**src/rtl/riscv_ctrl_pkg.sv**
```systemverilog
// riscv_ctrl_pkg
// Shared types for the RV32 control-path pipeline: forward-select encodings,
// the per-stage control record and the forward-select comparator.
// Register addresses are held at their widest legal width (5 bits). The top
// zero-extends narrower (RV32E) addresses into the record and truncates them
// on the way out.
package riscv_ctrl_pkg;

    localparam int REG_AW_MAX = 5;

    typedef enum logic [1:0] {
        FWD_RF = 2'b00,
        FWD_W  = 2'b01,
        FWD_M  = 2'b10
    } fwd_e;

    // One pipeline stage. The opaque control bundle is carried beside this
    // record because its width is a parameter of the top.
    typedef struct packed {
        logic                  valid;
        logic                  rdwe;
        logic                  load;
        logic                  multi;
        logic [REG_AW_MAX-1:0] rs1;
        logic [REG_AW_MAX-1:0] rs2;
        logic [REG_AW_MAX-1:0] rd;
    } stage_t;

    localparam stage_t BUBBLE = '0;

    // Operand source for one Execute read port. M is checked first, so the
    // youngest producer wins. x0 never matches because rd must be non-zero.
    function automatic fwd_e fwd_sel(input stage_t m, input stage_t w,
                                     input logic [REG_AW_MAX-1:0] rs);
        if (m.valid && m.rdwe && (m.rd != '0) && (m.rd == rs))
            return FWD_M;
        if (w.valid && w.rdwe && (w.rd != '0) && (w.rd == rs))
            return FWD_W;
        return FWD_RF;
    endfunction

endpackage

```
**src/rtl/riscv_ctrl_pipe_hazard.sv**
```systemverilog
// riscv_ctrl_hazard
// Purely combinational hazard unit. It produces the Decode stall and flush,
// the request to insert a bubble into Execute, and the Execute operand
// forward selects.
// Ports:
//   e_i, m_i, w_i    stage records from the pipeline registers
//   valid_d_i        Decode holds a real instruction
//   rs1_d_i, rs2_d_i Decode source registers (zero-extended)
//   redirect_e_i     branch/jump taken in Execute
//   busy_i           multi-cycle op is occupying Execute
//   stall_o          hold PC and the F/D register
//   flush_o          clear the F/D register
//   bubble_e_o       Execute takes a bubble instead of Decode (only
//                    meaningful when not busy)
//   fwd_a_o, fwd_b_o forward selects for the Execute operands
module riscv_ctrl_hazard
    import riscv_ctrl_pkg::*;
(
    input  stage_t                e_i,
    input  stage_t                m_i,
    input  stage_t                w_i,
    input  logic                  valid_d_i,
    input  logic [REG_AW_MAX-1:0] rs1_d_i,
    input  logic [REG_AW_MAX-1:0] rs2_d_i,
    input  logic                  redirect_e_i,
    input  logic                  busy_i,
    output logic                  stall_o,
    output logic                  flush_o,
    output logic                  bubble_e_o,
    output fwd_e                  fwd_a_o,
    output fwd_e                  fwd_b_o
);

    logic load_use;
    logic redirect;

    assign load_use = e_i.valid && e_i.load && e_i.rdwe && (e_i.rd != '0) &&
                      valid_d_i && ((e_i.rd == rs1_d_i) || (e_i.rd == rs2_d_i));

    // A branch is never multi-cycle, so a redirect seen while busy is ignored.
    assign redirect = redirect_e_i && e_i.valid && !busy_i;

    // The redirect discards the Decode instruction, so a load-use hazard
    // against it is moot and must not hold the PC.
    assign flush_o    = redirect;
    assign stall_o    = busy_i || (load_use && !redirect);
    assign bubble_e_o = redirect || load_use;

    assign fwd_a_o = fwd_sel(m_i, w_i, e_i.rs1);
    assign fwd_b_o = fwd_sel(m_i, w_i, e_i.rs2);

    // Record fields that the hazard logic has no use for.
    logic unused_fields;
    assign unused_fields = ^{e_i.multi, m_i.load, m_i.multi, m_i.rs1, m_i.rs2,
                             w_i.load, w_i.multi, w_i.rs1, w_i.rs2};

endmodule

```
**src/rtl/riscv_ctrl_pipe.sv**
```systemverilog
// riscv_ctrl_pipe
// Control-path pipeline for the 5-stage RV32 core. It carries the decoded
// control bundle from Decode through Execute, Memory and Writeback. It handles
// load-use stalls, redirect flushes and multi-cycle Execute ops, and drives
// the Execute forward selects.
// Ports:
//   iclk, irst                  clock, asynchronous active-high reset
//   ivalid_d, ictrl_d, irdwe_d,
//   iload_d, imulti_d,
//   irs1_d, irs2_d, ird_d       Decode-stage instruction
//   iredirect_e                 taken branch/jump resolved in Execute
//   ostall_d, oflush_d          Decode hold / clear
//   obusy_e                     multi-cycle op in progress
//   ofwd_a_e, ofwd_b_e          forward selects (00 RF, 10 M, 01 W)
//   ovalid_*, octrl_*           stage valid and control bundles
//   ord_m, ord_w, ordwe_w       destination registers, regfile write enable
module riscv_ctrl_pipe
    import riscv_ctrl_pkg::*;
#(
    parameter int CTRL_W  = 16,
    parameter int REG_AW  = 5,
    parameter int DIV_LAT = 8
) (
    input  logic              iclk,
    input  logic              irst,
    input  logic              ivalid_d,
    input  logic [CTRL_W-1:0] ictrl_d,
    input  logic              irdwe_d,
    input  logic              iload_d,
    input  logic              imulti_d,
    input  logic [REG_AW-1:0] irs1_d,
    input  logic [REG_AW-1:0] irs2_d,
    input  logic [REG_AW-1:0] ird_d,
    input  logic              iredirect_e,
    output logic              ostall_d,
    output logic              oflush_d,
    output logic              obusy_e,
    output logic [1:0]        ofwd_a_e,
    output logic [1:0]        ofwd_b_e,
    output logic              ovalid_e,
    output logic              ovalid_m,
    output logic              ovalid_w,
    output logic [CTRL_W-1:0] octrl_e,
    output logic [CTRL_W-1:0] octrl_m,
    output logic [CTRL_W-1:0] octrl_w,
    output logic [REG_AW-1:0] ord_m,
    output logic [REG_AW-1:0] ord_w,
    output logic              ordwe_w
);

    // The counter needs at least one bit even when every op is single-cycle.
    localparam int CNT_W = (DIV_LAT > 1) ? $clog2(DIV_LAT) : 1;

    stage_t            e_q, e_d, m_q, m_d, w_q, w_d;
    logic [CTRL_W-1:0] ctrl_e_q, ctrl_e_d, ctrl_m_q, ctrl_m_d, ctrl_w_q, ctrl_w_d;
    logic [CNT_W-1:0]  cnt_q, cnt_d;

    stage_t                d_rec;
    logic [REG_AW_MAX-1:0] rs1_d, rs2_d;
    logic                  busy;
    logic                  bubble_e;
    fwd_e                  fwd_a, fwd_b;

    assign busy  = (cnt_q != '0);
    assign rs1_d = REG_AW_MAX'(irs1_d);
    assign rs2_d = REG_AW_MAX'(irs2_d);

    riscv_ctrl_hazard u_hazard (
        .e_i          (e_q),
        .m_i          (m_q),
        .w_i          (w_q),
        .valid_d_i    (ivalid_d),
        .rs1_d_i      (rs1_d),
        .rs2_d_i      (rs2_d),
        .redirect_e_i (iredirect_e),
        .busy_i       (busy),
        .stall_o      (ostall_d),
        .flush_o      (oflush_d),
        .bubble_e_o   (bubble_e),
        .fwd_a_o      (fwd_a),
        .fwd_b_o      (fwd_b)
    );

    // NOTE: every variable written here gets a default first, so no path
    // leaves one unassigned and no latch is inferred.
    always_comb begin
        d_rec = BUBBLE;
        if (ivalid_d) begin
            d_rec.valid = 1'b1;
            d_rec.rdwe  = irdwe_d;
            d_rec.load  = iload_d;
            d_rec.multi = imulti_d;
            d_rec.rs1   = rs1_d;
            d_rec.rs2   = rs2_d;
            d_rec.rd    = REG_AW_MAX'(ird_d);
        end

        e_d      = e_q;
        ctrl_e_d = ctrl_e_q;
        m_d      = e_q;
        ctrl_m_d = ctrl_e_q;
        w_d      = m_q;
        ctrl_w_d = ctrl_m_q;
        cnt_d    = cnt_q;

        if (busy) begin
            // E holds the multi-cycle op; M and W keep draining behind it.
            m_d      = BUBBLE;
            ctrl_m_d = '0;
            cnt_d    = cnt_q - CNT_W'(1);
        end else if (bubble_e) begin
            e_d      = BUBBLE;
            ctrl_e_d = '0;
            cnt_d    = '0;
        end else begin
            e_d      = d_rec;
            ctrl_e_d = ivalid_d ? ictrl_d : '0;
            // The op has one Execute cycle even without the counter, so
            // DIV_LAT-1 extra cycles are loaded.
            cnt_d    = (ivalid_d && imulti_d && (DIV_LAT > 1)) ? CNT_W'(DIV_LAT - 1) : '0;
        end
    end

    // NOTE: state is updated with non-blocking assignments, so every register
    // samples the pre-edge value of every other register.
    always_ff @(posedge iclk or posedge irst) begin
        if (irst) begin
            e_q      <= BUBBLE;
            m_q      <= BUBBLE;
            w_q      <= BUBBLE;
            ctrl_e_q <= '0;
            ctrl_m_q <= '0;
            ctrl_w_q <= '0;
            cnt_q    <= '0;
        end else begin
            e_q      <= e_d;
            m_q      <= m_d;
            w_q      <= w_d;
            ctrl_e_q <= ctrl_e_d;
            ctrl_m_q <= ctrl_m_d;
            ctrl_w_q <= ctrl_w_d;
            cnt_q    <= cnt_d;
        end
    end

    assign obusy_e  = busy;
    assign ofwd_a_e = fwd_a;
    assign ofwd_b_e = fwd_b;
    assign ovalid_e = e_q.valid;
    assign ovalid_m = m_q.valid;
    assign ovalid_w = w_q.valid;
    assign octrl_e  = ctrl_e_q;
    assign octrl_m  = ctrl_m_q;
    assign octrl_w  = ctrl_w_q;
    assign ord_m    = REG_AW'(m_q.rd);
    assign ord_w    = REG_AW'(w_q.rd);
    assign ordwe_w  = w_q.valid && w_q.rdwe;

endmodule

```
**config.mk**
```make
export PLATFORM = sky130hd
export DESIGN_NAME = riscv_ctrl_pipe
export DESIGN_NICKNAME = d
export VERILOG_FILES = /design/src/rtl/riscv_ctrl_pkg.sv /design/src/rtl/riscv_ctrl_pipe_hazard.sv /design/src/rtl/riscv_ctrl_pipe.sv
export SDC_FILE = /design/constraint.sdc
export NUM_CORES = 1
export LEC_CHECK = 0
export BUFFER_PORTS_ARGS = -buffer_cell sky130_fd_sc_hd__buf_2
export CORE_ASPECT_RATIO = 1.1
export CORE_MARGIN = 5
export CORE_UTILIZATION = 56
export CTS_BUF_LIST = sky130_fd_sc_hd__clkbuf_4 sky130_fd_sc_hd__clkbuf_8
export DETAILED_ROUTE_END_ITERATION = 12
export PLACE_DENSITY_LB_ADDON = 0.12
export SYNTH_ARGS = -nofsm -noshare
export SYNTH_HDL_FRONTEND = slang
export SYNTH_SLANG_ARGS = --single-unit
```
**constraint.sdc**
```tcl
create_clock -name iclk -period 3.3 [get_ports iclk]
set_input_delay 0.165 -clock iclk [delete_from_list [all_inputs] [get_ports iclk]]
set_output_delay 0.165 -clock iclk [all_outputs]
set_load 0.005 [all_outputs]
```
Word-level counts from Yosys, hierarchy flattened
Cells that the tools add are included.

storage, ports and cells
  register bits = 84
  word-level logic and storage cells = 73
  output and inout bits = 69
  input bits = 38

operators by class
  equality and inequality tests = 6
  mux-type cells = 23
  reduce and logical (&&, ||, !) cells = 26
  $add $sub $neg = 1

operator list
  operator                                           count
  two-way mux 19 bit                                 3
  two-way mux 16 bit                                 3
  == test 5 bit                                      6
  logical AND 1 bit                                  17
  two-way mux 2 bit                                  8
  nonzero test 5 bit                                 3
  two-way mux 3 bit                                  3
  two-way mux 1 bit                                  6
  logical OR 1 bit                                   3
  nonzero test 3 bit                                 1
  subtractor 3 x 1 -> 3 bit (second input constant)  1
  zero test 1 bit                                    2

Depth between registers and ports, before layout
Gate-level depths: netlist (run 1).

  depth after elaboration = 8
  depth in mapped cells = 8
  gate-level depth less buffers = 6

By module
Synthesis (run 1) repeated with hierarchy kept, for this count alone.

unflattened totals
  cell total of the unflattened synthesis = 271
  area, all modules = 3927.5 um2

modules (own cells, without submodules)
  module             cells each  times used  area an instance (um2)
  riscv_ctrl_pipe    215         1           3494.6
  riscv_ctrl_hazard  56          1           432.9

Least setup slack after synthesis (run 1)
No wires, ideal clock.

  path type = register -> output
  from = reg m_q, in the netlist ord_m[2]
  to = out ofwd_a_e[0]
  arrival time = 1.487 ns
  slack = 1.648 ns
  buffers on the path = 0
  stages on the path, launching flop included = 5
  path through = dfrtp_1 > or4_1 > o211ai_2 > nor4_1 > nor4_2

between the ends
  word-level cells in the longest chain between the ends = 5
  elaborated cells on any way between the ends = 6
  classes of those cells = eq/ne (1); mux (2); reduce/logical (3)

RTL lines
  what                    line                    text
  start, declared         riscv_ctrl_pipe.sv:54   stage_t e_q, e_d, m_q, m_d, w_q, w_d;
  start signal, assigned  riscv_ctrl_pipe.sv:137  m_q <= m_d;
  nonzero test 5 bit      riscv_ctrl_pkg.sv:35    if (m.valid && m.rdwe && (m.rd != '0) && (m.rd == rs))
  logical AND 1 bit       riscv_ctrl_pkg.sv:35
  logical AND 1 bit (*)   riscv_ctrl_pkg.sv:35
  two-way mux 1 bit (*)   riscv_ctrl_pkg.sv:35
  two-way mux 2 bit (*)   riscv_ctrl_pkg.sv:37    if (w.valid && w.rdwe && (w.rd != '0) && (w.rd == rs))
  end, declared           riscv_ctrl_pipe.sv:38   output logic [1:0] ofwd_a_e,

Every way passes the cells marked *; elsewhere a longest branch is shown, timed or not.

Worst setup path after layout (run 1)
  from = reg m_q, in the netlist ord_m[4]
  to = out ofwd_a_e[0]

Same word-level chain as after synthesis.

==> metrics.md, run 1 <==
| Metric | Value |
|---|---|
| Placed Cells | 394 |
| DR DRC count | 0 |
| Power per standard cell area | 789 nW/um2 |
| # IOs | 107 |
| Switching pwr | 0.985 mW |
| GRT Util Overall | 20.0% |
| Clock Sinks | 83 |
| Final Hold Fails | 0 |
| First-pass GRT wire length | 10800 um |
| Multiplexer share of the synthesized area | 0% |
| Cells along the critical path | or4_1 > o211ai_2 > nor4_1 > nor4_2 > buf_2 |
| Top post-synthesis cells by area | dfrtp_1, a22o_1, and2_1 |
| FF+latch count, synth | 83 |
| Sequential-to-total area share from yosys stat | 65.2% |
| CP max stage cell | or4_1 |
| Core area | 5470 um2 |
| Setup CP Type | flip-flop to primary output |
| Final slew viol count | 0 |
| WP buf/inv | 1 |
| CP Capture Type | primary output |
| WL/cell | 16.1 um |
| VDD IR-drop max | 410 uV |
| Internal power | 2.12 mW |
| RSZ-0062 raised after global routing | no |
| Power share of the combinational group | 26.7% |
| Top FF cell, synth | dfrtp_1 |
| Max-slew headroom | 47.8% |
| Area grow syn2layout | 23.7% |
| Post-DRT Antenna Nets | 0 |
| I/O Buffers | 106 |
| Main combinational cell family by area after synthesis | compound AO/OA/AOI/OAI gates |
| End of the worst hold path | octrl_e[10]$_DFFE_PP0N_ |
| H-Tree Depth | 3 |
| Post-synthesis simple-gate area fraction | 9.35% |
| Worst reg2reg startpoint | cnt_q[0]$_DFF_PP0_ |
| Detailed placement HPWL | 4920 um |
| Tcrit/Tclk final | 67.5% |
| Initial antenna violation count | 0 |
| Routed WL | 6600 um |
| Worst-path clk slew | 90 ps |
| Tmin final | 2230 ps |
| EDFF count, synth | 0 |
| Count leader, synth | dfrtp_1 |
| Post-layout instance count excluding filler cells | 411 |
| Nets | 371 |
| Cell taking the most area after synthesis | dfrtp_1 |
| Iter 0 DRT Violations | 114 |
| Die Wd | 81.9 um |
| Setup tns final | 0 ps |
| Yosys Warn Count | 0 |
| GPL Wtd Cong | 0.830 |
| Flop pwr share | 47.1% |
| Share of flip-flops with an asynchronous set or reset | 100% |
| Global route overflow | 0 |
| Root Driver | clkbuf_8 |
| Hold Startpoint | ictrl_d[10] |
| Post-synth top area share | 65.2% |
| Synth Area in Compound Gates | 11.8% |
| Distinct cells, synth | 30 |
| XOR/XNOR Fraction of Synth Area | 8.25% |
| Hold Path Stages | 2 |
| Worst-skew pair later-pin latency | 340 ps |
| CP Launch Type | flip-flop |
| Die Span Y | 89.1 um |
| Flop2flop setup slack | 1380 ps |
| Initial Utilization | 58.3% |
| Vias in the first global route | 2157 |
| CP delay by family, top | simple AND/OR/NAND/NOR gates |
| Antenna diodes | 0 |
| Vias | 2076 |
| PostCTS Resize Cnt | 0 |
| Hold Crit Class | primary input to flip-flop |
| Clock power frac | 26.2% |
| CTS buffer count | 9 |
| Cell Area, Synth | 3190 um2 |
| Sw Ratio | 31.7% |
| Max cap viols | 0 |
| CP Max Fanout | 5 |
| Worst path arrival time | 2060 ps |
| Status | finished, final reports clean |
| Adder-cell share of the synthesized area | 0.786% |
| R2R cell count | 7 |
| Synth Net Count | 269 |
| Largest net degree at the start of global routing | 48 |
| Leakage Power | 2.19 nW |
| Synth top cells by count | dfrtp_1, a22o_1, and2_1, xnor2_1, xor2_1 |
| Layout cell share with drive strength beyond 1 | 39.3% |
| Final setup viols | 0 |
| Worst Tran Pin Value | 781 ps |
| Worst Skew | 6.96 ps |
| F_max | 449 MHz |
| First-pass detailed-route iteration total | 4 |
| Post-synthesis instance total | 229 |
| CP required | 3130 ps |
| Vias/cell | 5.05 |
| Max Root-Sink Buffers | 2 |
| FP Rows | 28 |
| Mean Syn Cell Area | 13.9 um2 |
| Die area | 7300 um2 |
| Crit-path max cell delay | 540 ps |
| Worst flop-to-flop path endpoint | octrl_e[9]$_DFFE_PP0N_ |
| CTS tree | yes |
## power by group through the flow
stage                     Clock [mW]  Sequential (mW)  Combinational [mW]
after CTS                      0.833             1.47               0.846
after global routing           0.874             1.50               0.924
after global placement             0             1.48               0.810
after detailed placement           0             1.49               0.841
after floorplan                    0             1.45               0.579
final                          0.815             1.46               0.828
## cell usage in the layout (no fill, tap or decap), types with 2 or more instances in the layout
cell / count
nor4_1: 2
clkbuf_8: 9
dfrtp_1: 83
nand3_1: 6
and2_1: 24
buf_4: 3
clkinvlp_4: 2
xnor2_1: 16
or4_1: 4
inv_8: 2
nor4_2: 2
nor2b_1: 2
xor2_1: 14
ha_1: 2
nand2_1: 4
buf_2: 106
inv_1: 2
nor2_1: 3
a22o_1: 34
bufinv_16: 2
## timing repair
item                      CTS  global route
hold buffers                1             0
hold endpoints to repair   46             0
setup buffers               0             0
## state kept, by name, summed over array words and instances (netlist names), 3 cells and up
register	cells
e_q	17
octrl_e	16
octrl_m	16
octrl_w	16
ord_m	5
ord_w	5
cnt_q	3
## cell families (layout without fill, tap and decap cells)
family                     Yosys count  in the layout
DFF                                 83             83
buffers and inverters               23            130
adders and majority gates            2              2
xor gates and xnor gates            30             30
and+or+nand+nor                     49             49
AOI/OAI and AO/OA                   42             42
## area by class of cell
| cell class | instances | area (um2) |
|---|---|---|
| multi-input combinational | 123 | 961 |
| fill | 406 | 1520 |
| timing repair buffer | 110 | 563 |
| sequential | 83 | 2080 |
| inverter | 4 | 16.3 |
| tap | 75 | 93.8 |
| clock buffer | 9 | 124 |
| clock inverter | 7 | 106 |
## how the worst max path moves through the flow
stage	startpoint	end	slack (ps)	cells after the start
floorplan	irst	cnt_q[0]$_DFF_PP0_	1000	1
global placement	ord_m[2]$_DFF_PP0_	ofwd_b_e[0]	1450	5
detailed placement	cnt_q[0]$_DFF_PP0_	octrl_e[9]$_DFFE_PP0N_	1400	7
CTS	ord_m[4]$_DFF_PP0_	ofwd_a_e[0]	1030	5
global route	ord_m[4]$_DFF_PP0_	ofwd_b_e[0]	960	5
finish	ord_m[4]$_DFF_PP0_	ofwd_a_e[0]	1070	5
## routing by layer
metal  GRT usage (%)  up-vias  wire length, um
li1                -     1000                -
met1            25.6     1006             2780
met2            32.9       62             3310
met3            5.04        8              419
met4            7.25        0               95
met5               0        -                0
## through the flow
step	utilization, %	instance area, um2	setup slack, ps	hold slack, ps	total power [mW]
finish	72.1	3940	1070	31.8	3.11
floorplan	-	3190	998	289	2.03
detailed placement	67.7	3700	1400	322	2.33
CTS	72.1	3940	1030	11.9	3.15
global route	72.1	3940	965	16.0	3.30
global placement	67.7	3700	1450	312	2.29
Note: power is estimated with default switching activity, not from simulation.
==> run 2, diff against run 1 <==
- CORE_UTILIZATION: 56 -> 47
- clock period: 3.3 -> 2 ns (I/O delays scaled with it)
==> metrics.md, run 2 (synthesized netlist as in run 1, its figures left out) <==
| Metric | Value |
|---|---|
| Worst-path clk slew | 80 ps (was 90 ps) |
| Die area | 8530 um2 (was 7300 um2) |
| Final Hold Fails | 0 (unchanged) |
| Initial Utilization | 48.3% (was 58.3%) |
| WL/cell | 15.8 um (was 16.1 um) |
| F_max | 496 MHz |
| Worst path arrival time | 1920 ps (was 2060 ps) |
| Sequential cell area | 2080 um2 (about the same) |
| GPL Wtd Cong | 0.762 (was 0.830) |
| CP max stage cell | or4_1 (unchanged) |
| # IOs | 107 (unchanged) |
| I/O Buffers | 106 (unchanged) |
| CP Launch Type | flip-flop (unchanged) |
| Final slew viol count | 0 (unchanged) |
| Crit-path max cell delay | 530 ps (was 540 ps) |
| Most frequent cells in the layout | buf_2, dfrtp_1, a22o_1 (unchanged) |
| Placed Area | 3770 um2 (was 3700 um2) |
| FP Rows | 31 (was 28) |
| Global route overflow | 0 (unchanged) |
| Worst Tran Pin Value | 628 ps (was 781 ps) |
| Post-route design area | 4280 um2 (was 3940 um2) |
| Detailed placement HPWL | 5010 um (was 4920 um) |
| Routed WL | 7150 um (was 6600 um) |
| Initial antenna violation count | 0 (unchanged) |
| VDD IR-drop max | 697 uV (was 410 uV) |
| Die Span Y | 96.3 um (was 89.1 um) |
| Largest Register | e_q (unchanged) |
| First-pass detailed-route iteration total | 4 (unchanged) |
| Largest net degree at the start of global routing | 38 (was 48) |
| Final setup viols | 2 (was 0) |
| Max Root-Sink Buffers | 2 (unchanged) |
| Clock Sinks | 83 (unchanged) |
| Worst hold margin | 15.5 ps (was 31.8 ps) |
| Vias in the first global route | 2398 (was 2157) |
| Area grow syn2layout | 34.5% (was 23.7%) |
| Failing checks | setup timing |
| Antenna diodes | 0 (unchanged) |
| Commonest non-fill, non-tap cell in the layout | buf_2 (unchanged) |
| Worst-skew pair later-pin latency | 340 ps (about the same) |
| CP Capture Type | primary output (unchanged) |
| Max FFs per register | 17 (unchanged) |
| CP Max Fanout | 2 (was 5) |
| Leakage Power | 2.34 nW (was 2.19 nW) |
| Tmin final | 2020 ps |
| Vias/cell | 4.89 (was 5.05) |
| CTS buffer count | 9 (unchanged) |
| Post-DRT Antenna Nets | 0 (unchanged) |
| Cells along the critical path | or4_1 > o211ai_2 > nor4_1 > nor4_2 > buf_2 (unchanged) |
| Max-slew headroom | 58.1% (was 47.8%) |
| CTS tree | yes (unchanged) |
| Place WS | 270 ps (was 1400 ps) |
| Root Driver | clkbuf_8 (unchanged) |
| H-Tree Depth | 3 (unchanged) |
| Layout cell share with drive strength beyond 1 | 37.5% (was 39.3%) |
| Max cap viols | 0 (unchanged) |
| DR DRC count | 0 (unchanged) |
| Iter 0 DRT Violations | 56 (was 114) |
| Setup tns final | -26.4 ps (was 0 ps) |
| Core area | 6590 um2 (was 5470 um2) |
| Tot Pwr | 5.02 mW (was 3.11 mW) |
| Tcrit/Tclk final | 101% |
| Vias | 2217 (was 2076) |
| Fillers | 559 (was 406) |
| Hold Crit Class | primary input to flip-flop (unchanged) |
| Die Wd | 88.5 um (was 81.9 um) |
| Power per standard cell area | 1170 nW/um2 (was 789 nW/um2) |
| Area taken by multi-input logic gates | 961 um2 (unchanged) |
| Worst Skew | 7.59 ps (was 6.96 ps) |
| RSZ-0062 raised after global routing | yes (was no) |
| CP required | 1900 ps (was 3130 ps) |
| Nets | 406 (was 371) |
| First-pass GRT wire length | 11800 um (was 10800 um) |
| Setup CP Type | flip-flop to primary output (unchanged) |
| Status | finished, violations left (was finished, final reports clean) |
| GRT Util Overall | 18.5% (was 20.0%) |
| Final WS setup | -15.1 ps (was 1070 ps) |
run 2: area by class of cell:
cell class,instances,area share (%)
Inverter,4,0.496
Timing Repair Buffer,145,21.9
Clock buffer,11,3.39
Sequential cell,83,48.5
Tap cell,82,2.39
Clock inverter,5,0.847
Multi-Input combinational cell,123,22.4
run 2: stage by stage:
step	instances	util, %
floorplan	229	-
global placement	404	57.2
detailed placement	404	57.2
CTS	453	64.9
global route	453	65.0
finish	453	65.0
run 2: repair_timing:
| item | 4_1_cts | 5_1_grt |
|---|---|---|
| hold buffers | 30 | 0 |
| gates resized for setup | 2 | 1 |
| hold endpoints to repair | 55 | 0 |
| setup buffers | 3 | 0 |
| endpoints found under the setup margin | 4 | 3 |
run 2: worst paths after layout:
| path | startpoint | slack (ps) | cells past startpoint | endpoint |
|---|---|---|---|---|
| min reg2reg | octrl_m[15]$_DFF_PP0_ | 370 | 0 | octrl_w[15]$_DFF_PP0_ |
| max | ord_m[2]$_DFF_PP0_ | -20 | 5 | ofwd_b_e[0] |
| max in group asynchronous | irst | 1050 | 4 | octrl_m[7]$_DFF_PP0_ |
| max reg2reg | cnt_q[0]$_DFF_PP0_ | 310 | 7 | octrl_e[0]$_DFFE_PP0N_ |
| min in group asynchronous | irst | 380 | 3 | octrl_w[14]$_DFF_PP0_ |
| min | irs1_d[2] | 20 | 2 | e_q[12]$_DFFE_PP0N_ |
run 2: worst max-delay path: cells and delay by family, from the launching register on:
kind / cells / cell delay [ps]
AO/OA/AOI/OAI: 1 / 170
buffers and inverters: 1 / 140
flip-flops: 1 / 380
AND/OR/NAND/NOR: 3 / 880
run 2: power by group:
group	switching, mW	internal [mW]	leakage, nW	total [mW]
logic	0.725	0.801	1.12	1.53
clock network	0.584	0.504	0.0971	1.09
registers	0.327	2.07	1.12	2.40
run 2: per-layer routing:
| layer | share of wire [%] | GRT usage, % | vias up | routed length (um) |
|---|---|---|---|---|
| li1 | - | - | 1063 | - |
| met1 | 42 | 23.6 | 1081 | 2970 |
| met2 | 50 | 29.9 | 66 | 3570 |
| met3 | 7.0 | 5.57 | 7 | 502 |
| met4 | 1.4 | 6.80 | 0 | 101 |
| met5 | 0 | 0 | - | 0 |
==> run 3, diff against run 2 <==
- CELL_PAD_IN_SITES_DETAIL_PLACEMENT: default -> 0
- CELL_PAD_IN_SITES_GLOBAL_PLACEMENT: default -> 1
- CORE_UTILIZATION: 47 -> 37
==> metrics.md, run 3 (synthesized netlist as in run 1, its figures left out) <==
| Metric | Value |
|---|---|
| Global route overflow | 0 (unchanged) |
| H-Tree Depth | 3 (unchanged) |
| Detailed placement HPWL | 5150 um (was 5010 um) |
| Die Wd | 98.5 um (was 88.5 um) |
| Leakage Power | 2.37 nW (was 2.34 nW) |
| Top Metal Used | met4 (unchanged) |
| Hold Crit Class | primary input to flip-flop (unchanged) |
| Fillers | 775 (was 559) |
| Core area | 8410 um2 (was 6590 um2) |
| CP required | 1900 ps (about the same) |
| Root Driver | clkbuf_8 (unchanged) |
| Iter 0 DRT Violations | 85 (was 56) |
| Vias | 2298 (was 2217) |
| Layout cell share with drive strength beyond 1 | 39.4% (was 37.5%) |
| DR DRC count | 0 (unchanged) |
| Largest net degree at the start of global routing | 84 (was 38) |
| Max Root-Sink Buffers | 2 (unchanged) |
| Initial Utilization | 37.9% (was 48.3%) |
| Max FFs per register | 17 (unchanged) |
| CP Capture Type | primary output (unchanged) |
| Largest Register | e_q (unchanged) |
| Worst Tran Pin Value | 455 ps (was 628 ps) |
| Failing checks | setup timing (unchanged) |
| CTS tree | yes (unchanged) |
| Antenna diodes | 0 (unchanged) |
| Final WS setup | -9.31 ps (was -15.1 ps) |
| Post-DRT Antenna Nets | 0 (unchanged) |
| Final slew viol count | 0 (unchanged) |
| Tmin final | 2010 ps (was 2020 ps) |
| Setup tns final | -10.9 ps (was -26.4 ps) |
| Final setup viols | 2 (unchanged) |
| Die Span Y | 107 um (was 96.3 um) |
| Setup CP Type | flip-flop to primary output (unchanged) |
| CP Max Fanout | 2 (unchanged) |
| Die area | 10600 um2 (was 8530 um2) |
| Met3 WL post-DR | 432 um (was 502 um) |
| First-pass detailed-route iteration total | 5 (was 4) |
| Status | finished, violations left (unchanged) |
| CTS buffer count | 9 (unchanged) |
| RSZ-0062 raised after global routing | yes (unchanged) |
| CP Launch Type | flip-flop (unchanged) |
| Sequential cell area | 2080 um2 (unchanged) |
| Area taken by multi-input logic gates | 985 um2 (was 961 um2) |
| Vias/cell | 4.70 (was 4.89) |
| Worst-path clk slew | 80 ps (about the same) |
| Most frequent cells in the layout | buf_2, dfrtp_1, a22o_1 (unchanged) |
| F_max | 498 MHz (was 496 MHz) |
| Worst path arrival time | 1910 ps (was 1920 ps) |
| First-pass GRT wire length | 12600 um (was 11800 um) |
| Nets | 413 (was 406) |
| Area grow syn2layout | 38.8% (was 34.5%) |
| WL/cell | 15.9 um (was 15.8 um) |
| GPL Wtd Cong | 0.782 (was 0.762) |
| Initial antenna violation count | 0 (unchanged) |
| FP Rows | 35 (was 31) |
| Power per standard cell area | 1180 nW/um2 (was 1170 nW/um2) |
| GRT Util Overall | 15.2% (was 18.5%) |
| Final Hold Fails | 0 (unchanged) |
| # IOs | 107 (unchanged) |
| I/O Buffers | 106 (unchanged) |
| Routed met2 length | 3840 um (was 3570 um) |
| Wire length on met1 | 3370 um (was 2970 um) |
| Max cap viols | 0 (unchanged) |
| Tcrit/Tclk final | 100% (was 101%) |
| Max-slew headroom | 69.6% (was 58.1%) |
| Routed WL | 7770 um (was 7150 um) |
| Clock Sinks | 83 (unchanged) |
| VDD IR-drop max | 641 uV (was 697 uV) |
| Worst-skew pair later-pin latency | 340 ps (about the same) |
| Commonest non-fill, non-tap cell in the layout | buf_2 (unchanged) |
| Vias in the first global route | 2487 (was 2398) |
| Tot Pwr | 5.22 mW (was 5.02 mW) |
| Worst Skew | 12.1 ps (was 7.59 ps) |
==> run 3: cell count changes in the layout (fill, tap and decap cells not counted), moves of 2 or more <==
cell        previous run  this run
buf_4                  5        11
clkinv_2               2         0
clkinvlp_4             1         3
nor4_1                 2         0
nor4_2                 2         4
==> run 3: worst max-delay path, cell delays in order (launching register included) <==
cell      delay, ps
dfrtp_2         410
or4_4           530
o211ai_2        190
buf_4           130
nor4_2           40
nor4_2          120
buf_2           150
==> run 3: stage by stage <==
step	utilization [%]	cell area, um2	hold slack (ps)	instances	setup slack, ps
2_1_floorplan	-	3190	224	229	413
3_3_place_gp	45.1	3790	260	432	289
3_5_place_dp	45.1	3790	263	432	256
4_1_cts	52.2	4390	5.94	488	-48.1
5_1_grt	52.6	4420	10.1	489	-99.3
6_report	52.6	4420	26.6	489	-9.31
==> run 3: final cells by class <==
cell class | instances | share of cell area (%)
inverters | 4 | 0.425
well taps | 111 | 3.14
clock buffers | 12 | 3.59
multi-input cells | 123 | 22.3
repair buffers | 152 | 22.8
flip-flops and latches | 83 | 47.0
clock inverters | 4 | 0.736
==> run 3: power breakdown <==
part	total, mW	leakage, nW	switching [mW]	internal [mW]
registers	2.41	1.12	0.330	2.07
clock network	1.13	0.0926	0.593	0.540
logic	1.68	1.16	0.778	0.900
==> run 3: layer usage <==
| layer | track usage [%] | up-vias |
|---|---|---|
| li1 | - | 1084 |
| met1 | 19.1 | 1129 |
| met2 | 25.2 | 73 |
| met3 | 3.82 | 12 |
| met4 | 6.24 | 0 |
| met5 | 0 | - |
==> run 3: repair_timing <==
item | 4_1_cts | 5_1_grt
pin swaps | 8 | 1
endpoints found under the setup margin | 3 | 3
endpoints found under the hold margin | 113 | 0
resized for setup | 6 | 2
hold buffers | 31 | 0
setup buffers | 9 | 1
cloned | 0 | 1
==> run 3: worst paths after layout <==
kind                                  startpoint                      end  slack (ps)  cells after the start
max                           ord_m[0]$_DFF_PP0_              ofwd_b_e[0]          -9                      6
min                                    irs1_d[0]      e_q[10]$_DFFE_PP0N_          30                      2
max reg2reg                   cnt_q[0]$_DFF_PP0_  octrl_e[13]$_DFFE_PP0N_         250                      7
min reg2reg                octrl_m[14]$_DFF_PP0_    octrl_w[14]$_DFF_PP0_         370                      0
max in group asynchronous                   irst     octrl_w[0]$_DFF_PP0_        1220                      4
min in group asynchronous                   irst     octrl_w[9]$_DFF_PP0_         410                      4
